$ cat config.mk
export PLATFORM = sky130hd
export DESIGN_NAME = vga_pixel_writer
export DESIGN_NICKNAME = d
export VERILOG_FILES = /design/src/rtl/vga_pkg.sv /design/src/rtl/vga_bus_strobe.sv /design/src/rtl/vga_pixel_writer.sv
export SDC_FILE = /design/constraint.sdc
export NUM_CORES = 1
export LEC_CHECK = 0
export BUFFER_PORTS_ARGS = -buffer_cell sky130_fd_sc_hd__buf_2
export CAP_MARGIN = 30
export CORE_UTILIZATION = 50
export CTS_BUF_LIST = sky130_fd_sc_hd__clkbuf_8 sky130_fd_sc_hd__clkbuf_16
export CTS_CLUSTER_SIZE = 16
export DETAILED_ROUTE_END_ITERATION = 8
export PLACE_DENSITY = 0.7
export SYNTH_ARGS = -nofsm -noshare
export SYNTH_HDL_FRONTEND = slang
export SYNTH_SLANG_ARGS = --single-unit
$ cat constraint.sdc
create_clock -name clock -period 6.2 [get_ports clock]
set_input_delay 0.93 -clock clock [delete_from_list [all_inputs] [get_ports clock]]
set_output_delay 0.93 -clock clock [all_outputs]
set_load 0.1 [all_outputs]
$ cat src/rtl/vga_pkg.sv
// rtl/vga_pkg.sv - shared states, register indices and screen limits for the VGA pixel writer
package vga_pkg;

    typedef enum logic [2:0] {
        IDLE,
        LOAD,
        SETUP,
        STROBE,
        HOLD,
        GAP
    } state_t;

    localparam logic [1:0] REG_X_LO = 2'd0;
    localparam logic [1:0] REG_X_HI = 2'd1;
    localparam logic [1:0] REG_Y    = 2'd2;
    localparam logic [1:0] REG_DATA = 2'd3;

    localparam int SCREEN_WIDTH  = 320;
    localparam int SCREEN_HEIGHT = 240;

    localparam logic [8:0] X_MAX = 9'(SCREEN_WIDTH - 1);
    localparam logic [7:0] Y_MAX = 8'(SCREEN_HEIGHT - 1);

    // Lowest-numbered register still pending; the colour register is always the last one.
    function automatic logic [1:0] first_pending(input logic [3:0] mask);
        if (mask[0]) return REG_X_LO;
        if (mask[1]) return REG_X_HI;
        if (mask[2]) return REG_Y;
        return REG_DATA;
    endfunction

endpackage

$ cat src/rtl/vga_bus_strobe.sv
// rtl/vga_bus_strobe.sv - one register write on the MPU port: SETUP, STROBE, HOLD, GAP
// A start seen while idle or in the final cycle of a write chains the next write with no idle cycle.
module vga_bus_strobe
    import vga_pkg::*;
#(
    parameter int STROBE_CYCLES = 2,
    parameter int GAP_CYCLES    = 1
) (
    input  logic       clock_i,
    input  logic       reset_i,
    input  logic       start_i,
    input  logic [2:0] reg_i,
    input  logic [7:0] data_i,
    output logic       cs_o,
    output logic       we_o,
    output logic [2:0] reg_o,
    output logic [7:0] data_o,
    output logic       hold_end_o,
    output logic       done_o
);

    localparam logic [3:0] STROBE_LOAD = 4'(STROBE_CYCLES - 1);
    localparam logic [3:0] GAP_LOAD    = (GAP_CYCLES == 0) ? 4'd0 : 4'(GAP_CYCLES - 1);
    localparam logic       NO_GAP      = (GAP_CYCLES == 0);

    state_t     state_q, state_d;
    logic [3:0] cnt_q, cnt_d;
    logic       cs_q, we_q;
    logic [2:0] reg_q;
    logic [7:0] data_q;
    logic       finish, load;

    always_comb begin
        state_d    = state_q;
        cnt_d      = cnt_q;
        finish     = 1'b0;
        load       = 1'b0;
        hold_end_o = 1'b0;
        case (state_q)
            IDLE: begin
                if (start_i) begin
                    state_d = SETUP;
                    load    = 1'b1;
                end
            end
            SETUP: begin
                state_d = STROBE;
                cnt_d   = STROBE_LOAD;
            end
            STROBE: begin
                if (cnt_q == 4'd0) state_d = HOLD;
                else               cnt_d   = cnt_q - 4'd1;
            end
            HOLD: begin
                hold_end_o = 1'b1;
                if (NO_GAP) begin
                    finish = 1'b1;
                end else begin
                    state_d = GAP;
                    cnt_d   = GAP_LOAD;
                end
            end
            GAP: begin
                if (cnt_q == 4'd0) finish = 1'b1;
                else               cnt_d  = cnt_q - 4'd1;
            end
            default: state_d = IDLE;
        endcase
        if (finish) begin
            if (start_i) begin
                state_d = SETUP;
                load    = 1'b1;
            end else begin
                state_d = IDLE;
            end
        end
        done_o = finish;
    end

    always_ff @(posedge clock_i or posedge reset_i) begin
        if (reset_i) begin
            state_q <= IDLE;
            cnt_q   <= 4'd0;
            cs_q    <= 1'b0;
            we_q    <= 1'b0;
            reg_q   <= 3'd0;
            data_q  <= 8'd0;
        end else begin
            state_q <= state_d;
            cnt_q   <= cnt_d;
            cs_q    <= (state_d == STROBE);
            we_q    <= (state_d == STROBE);
            if (load) begin
                reg_q  <= reg_i;
                data_q <= data_i;
            end
        end
    end

    assign cs_o   = cs_q;
    assign we_o   = we_q;
    assign reg_o  = reg_q;
    assign data_o = data_q;

endmodule

$ cat src/rtl/vga_pixel_writer.sv
// rtl/vga_pixel_writer.sv - pixel command to VGA register-port writes with a shadow cache
// Registers whose cached value already matches the new command are skipped; colour always commits.
module vga_pixel_writer
    import vga_pkg::*;
#(
    parameter int STROBE_CYCLES = 2,
    parameter int GAP_CYCLES    = 1
) (
    input  logic       clock,
    input  logic       reset,
    input  logic       cmdValid,
    output logic       cmdReady,
    input  logic [8:0] cmdX,
    input  logic [7:0] cmdY,
    input  logic [7:0] cmdColor,
    output logic       mpuChipSelect,
    output logic       mpuWriteEnable,
    output logic [2:0] mpuRegisterSelect,
    output logic [7:0] mpuData,
    output logic       busy,
    output logic       rangeError
);

    // Only IDLE, LOAD and SETUP are used here; SETUP covers the whole bus sequence.
    state_t     ctl_q, ctl_d;
    logic [3:0] pend_q, pend_d;
    logic [1:0] cur_q, cur_d;
    logic       busy_q, busy_d;
    logic       rerr_q;
    logic [8:0] x_q;
    logic [7:0] y_q, color_q;
    logic [7:0] xlo_c_q, y_c_q;
    logic       xhi_c_q;
    logic       xlo_v_q, xhi_v_q, y_v_q;

    logic       accept, in_range, start;
    logic [1:0] sel;
    logic [3:0] miss;
    logic [7:0] bus_data;
    logic       bus_done, bus_hold_end;

    assign cmdReady = (ctl_q == IDLE) && !reset;
    assign accept   = cmdValid && cmdReady;
    assign in_range = (cmdX <= X_MAX) && (cmdY <= Y_MAX);

    assign miss = {1'b1,
                   !(y_v_q   && (y_c_q   == y_q)),
                   !(xhi_v_q && (xhi_c_q == x_q[8])),
                   !(xlo_v_q && (xlo_c_q == x_q[7:0]))};

    always_comb begin
        ctl_d  = ctl_q;
        pend_d = pend_q;
        cur_d  = cur_q;
        busy_d = busy_q;
        start  = 1'b0;
        sel    = first_pending(pend_q);
        case (ctl_q)
            IDLE: begin
                if (accept && in_range) begin
                    ctl_d  = LOAD;
                    busy_d = 1'b1;
                end
            end
            LOAD: begin
                sel    = first_pending(miss);
                start  = 1'b1;
                cur_d  = sel;
                pend_d = miss & ~(4'b0001 << sel);
                ctl_d  = SETUP;
            end
            SETUP: begin
                if (bus_done) begin
                    if (pend_q != 4'd0) begin
                        start  = 1'b1;
                        cur_d  = sel;
                        pend_d = pend_q & ~(4'b0001 << sel);
                    end else begin
                        ctl_d  = IDLE;
                        busy_d = 1'b0;
                    end
                end
            end
            default: ctl_d = IDLE;
        endcase
        case (sel)
            REG_X_LO: bus_data = x_q[7:0];
            REG_X_HI: bus_data = {7'd0, x_q[8]};
            REG_Y:    bus_data = y_q;
            default:  bus_data = color_q;
        endcase
    end

    always_ff @(posedge clock or posedge reset) begin
        if (reset) begin
            ctl_q   <= IDLE;
            pend_q  <= 4'd0;
            cur_q   <= 2'd0;
            busy_q  <= 1'b0;
            rerr_q  <= 1'b0;
            x_q     <= 9'd0;
            y_q     <= 8'd0;
            color_q <= 8'd0;
            xlo_c_q <= 8'd0;
            xhi_c_q <= 1'b0;
            y_c_q   <= 8'd0;
            xlo_v_q <= 1'b0;
            xhi_v_q <= 1'b0;
            y_v_q   <= 1'b0;
        end else begin
            ctl_q  <= ctl_d;
            pend_q <= pend_d;
            cur_q  <= cur_d;
            busy_q <= busy_d;
            rerr_q <= accept && !in_range;
            if (accept) begin
                x_q     <= cmdX;
                y_q     <= cmdY;
                color_q <= cmdColor;
            end
            if (bus_hold_end) begin
                case (cur_q)
                    REG_X_LO: begin xlo_c_q <= x_q[7:0]; xlo_v_q <= 1'b1; end
                    REG_X_HI: begin xhi_c_q <= x_q[8];   xhi_v_q <= 1'b1; end
                    REG_Y:    begin y_c_q   <= y_q;      y_v_q   <= 1'b1; end
                    default: ;
                endcase
            end
        end
    end

    assign busy       = busy_q;
    assign rangeError = rerr_q;

    vga_bus_strobe #(
        .STROBE_CYCLES(STROBE_CYCLES),
        .GAP_CYCLES   (GAP_CYCLES)
    ) u_bus (
        .clock_i   (clock),
        .reset_i   (reset),
        .start_i   (start),
        .reg_i     ({1'b0, sel}),
        .data_i    (bus_data),
        .cs_o      (mpuChipSelect),
        .we_o      (mpuWriteEnable),
        .reg_o     (mpuRegisterSelect),
        .data_o    (mpuData),
        .hold_end_o(bus_hold_end),
        .done_o    (bus_done)
    );

endmodule
==> metrics.md <==
| Metric | Value |
|---|---|
| Endpoints failing setup | 0 |
| CP top delay family | buffers and inverters |
| WL met3 | 353 um |
| Wirelength per Cell | 16.2 um |
| Setup repair bufs after CTS | 0 |
| Total Routing Usage GR | 0.217 |
| HPWL Detailed | 5100 um |
| Root buffer cell | clkbuf_8 |
| Starting Density | 0.523 |
| Peak VDD IR | 0.410 mV |
| Register area share after synthesis | 0.511 |
| Seq cells post-synth | 73 |
| Pleak | 1.84 nW |
| Worst hold path type | reg -> reg |
| Vias per inst | 5.52 |
| Worst-Skew Late Latency | 360 ps |
| 1st-iter DRT viols | 152 |
| Post-synth cell types | 55 |
| Clk pin slew, worst setup/hold paths | 80 ps |
| Syn nets | 338 |
| Rows | 30 |
| Pre-Repair DR Iteration Count | 4 |
| Slowest-stage cell, CP | buf_2 |
| Clock Skews | 9.16 ps |
| Worst setup SP type | register |
| Initial antenna violation count | 0 |
| RSZ-0062 raised after global routing | false |
| Ratio of cells with drive above 1 in the final layout | 0.280 |
| Clock sink count | 73 |
| Die Area | 7490 sq um |
| Post-layout nets | 379 |
| Hold_buf cts | 0 |
| Total power | 2.32 mW |
| Post-synth ARST share | 1.00 |
| Fin util | 0.595 |
| Top sig layer | met4 |
| Grt ovf | 0 |
| Global-route wire length before repair | 12100 um |
| Crit-path cells | inv_1 -> ha_1 -> nor2b_1 -> buf_2 |
| Slew Limit Headroom | 0.400 |
| Die Span Y | 86.5 um |
| CTS tree | yes |
| # Max-Cap Violations | 0 |
| Setup CP Type | reg -> out |
| PD cells | 571 nW/um^2 |
| Run status | complete, no violations |
| Flop2flop setup slack | 3460 ps |
| Area Growth Syn to Fin | 13.8% |
| Drt drc | 0 |
| Maximum clock rate | 362 MHz |
| Post-cts resize count | 0 |
| YS warnings | 0 |
| CP Buf/Inv Count | 2 |
| Die width | 86.5 um |
| Worst EP arrival | 1830 ps |
| CP max stage delay | 480 ps |
| Routed Antenna Nets | 0 |
| Pre-CTS WS | 3480 ps |
| Fin crit period | 2760 ps |
| Setup_tns | 0 ps |
| Wire length on met1 | 3240 um |
| Total wire length | 7220 um |
| Synth Area per Inst | 11.8 sq um |
| TritonCTS Buffers | 9 |
| Worst EP required | 5270 ps |
| Vias in the first global route | 2438 |
| Cell Area, Synth | 3570 sq um |
| Cells after Synth | 304 |
| Post-synth EDFFs | 0 |
| Fin crit share | 0.445 |
| # port buffers | 42 |
| Crit Path Max Fanout | 4 |
| Filler cell count | 592 |
| Vias | 2461 |
| H-Tree Level Count | 3 |
| Post-route setup slack | 3440 ps |
| Most used flip-flop cell after synthesis | dfrtp_1 |
| GP Congestion | 0.867 |
| Max Slew Vio Count | 0 |
| Setup crit end kind | primary output |
| Met2 routed WL | 3540 um |
| I/O pin cnt | 44 |
| Fin. Hold Viols | 0 |
| Worst-Margin Slew | 900 ps |
| Clock Tree Buf Depth | 2 |
| Largest net degree at the start of global routing | 74 |
| CORE AREA | 6830 sq um |
| ANT cells | 0 |
[per-layer routing]
metal | GRT usage | vias up
li1 | - | 1192
met1 | 0.280 | 1195
met2 | 0.356 | 64
met3 | 0.0543 | 10
met4 | 0.0758 | 0
met5 | 0 | -
[worst reg2reg max path, cell delays in order, from the launching register on]
cell,delay [ps]
dfrtp_1,420
inv_1,130
ha_1,180
nand4bb_1,310
nor4b_4,750
o2111a_1,350
o211ai_2,230
a21oi_1,190
a221o_1,120
[kinds of logic after synthesis]
family | share of synthesized area
buf+inv | 0.0287
xor+xnor | 0.0441
fa+ha+maj | 0.0210
flops | 0.511
other cells | 0.00105
simple gates | 0.136
mux | 0.135
compound gates | 0.123
[synth_stat cells (2+ instances only)]
| library cell | instances | area (sq um) |
|---|---|---|
| dfrtp_1 | 73 | 1830 |
| mux2_2 | 28 | 315 |
| nand2_1 | 19 | 71.3 |
| mux2_1 | 14 | 158 |
| o21ai_0 | 14 | 70.1 |
| nand3_1 | 13 | 65.1 |
| xnor2_1 | 13 | 114 |
| a21oi_1 | 12 | 60.1 |
| nor2_1 | 11 | 41.3 |
| inv_1 | 8 | 30.0 |
| a221o_1 | 7 | 70.1 |
| clkbuf_1 | 7 | 26.3 |
| nand2b_1 | 7 | 43.8 |
| ha_1 | 6 | 75.1 |
| xor2_1 | 5 | 43.8 |
| buf_2 | 4 | 20.0 |
| nand4_1 | 4 | 25.0 |
| nor3_1 | 4 | 20.0 |
| a21o_1 | 3 | 22.5 |
| and3_1 | 3 | 18.8 |
| o21a_1 | 3 | 22.5 |
| o21ai_1 | 3 | 15.0 |
| o31ai_1 | 3 | 22.5 |
| a31oi_1 | 2 | 12.5 |
| and2_1 | 2 | 12.5 |
| and4_1 | 2 | 17.5 |
| buf_4 | 2 | 15.0 |
| nand3b_1 | 2 | 15.0 |
| nor2b_1 | 2 | 12.5 |
| nor4_4 | 2 | 42.5 |
| or4_1 | 2 | 15.0 |
[path summary, 6_finish.rpt]
path | depth (start not counted) | end | from
worst max-delay path | 4 | cmdReady | ctl_q[0]
worst min-delay path | 1 | xlo_v_q | xlo_v_q
worst max register to register | 8 | u_bus.data_o[4] | u_bus.cnt_q[0]
worst min register to register | 1 | xlo_v_q | xlo_v_q
max in group asynchronous | 3 | pend_q[3] | reset
min in group asynchronous | 3 | busy | reset
[layout make-up]
type	count	area, sq um	share of cell area
Tap cell	96	120	0.0295
Inverter	8	30.0	0.00738
Clock inverter	7	77.6	0.0191
Multi-Input combinational cell	209	1640	0.404
Clock buffer	9	124	0.0305
Timing Repair Buffer	44	245	0.0603
Sequential cell	73	1830	0.449
[report_power, final]
| part | switching, mW | total, mW | internal (mW) |
|---|---|---|---|
| clock network | 0.192 | 0.381 | 0.189 |
| logic | 0.677 | 1.05 | 0.376 |
| registers | 0.201 | 0.889 | 0.689 |
| total | 1.07 | 2.32 | 1.25 |
[state kept, by name, summed over array words and instances (netlist names), 3 cells and up]
name / flops
u_bus.state_q: 3
u_bus.data_o: 8
y_c_q: 8
pend_q: 4
y_q: 8
x_q: 9
u_bus.cnt_q: 4
xlo_c_q: 8
color_q: 8
[cell usage in the layout (no fill, tap or decap), drive strengths merged, types with 3 or more instances in the layout]
master,netlist,routed
a21o,3,3
a21oi,13,13
a221o,7,7
and3,3,3
buf,7,44
clkbuf,7,9
clkinv,0,3
dfrtp,73,73
ha,6,6
inv,8,10
mux2,42,42
nand2,19,19
nand2b,7,7
nand3,13,13
nand4,4,4
nor2,11,11
nor3,5,5
o21a,3,3
o21ai,17,17
o31ai,3,3
xnor2,13,13
xor2,5,5
[per-stage QoR]
stage / hold WS, ps / cell area [sq um] / cells
after detailed placement: 456 / 3860 / 430
after global placement: 446 / 3840 / 429
after CTS: 483 / 4070 / 446
after global routing: 491 / 4070 / 446
final: 483 / 4070 / 446
after floorplan: 431 / 3570 / 304
(Power assumes the default switching activity.)
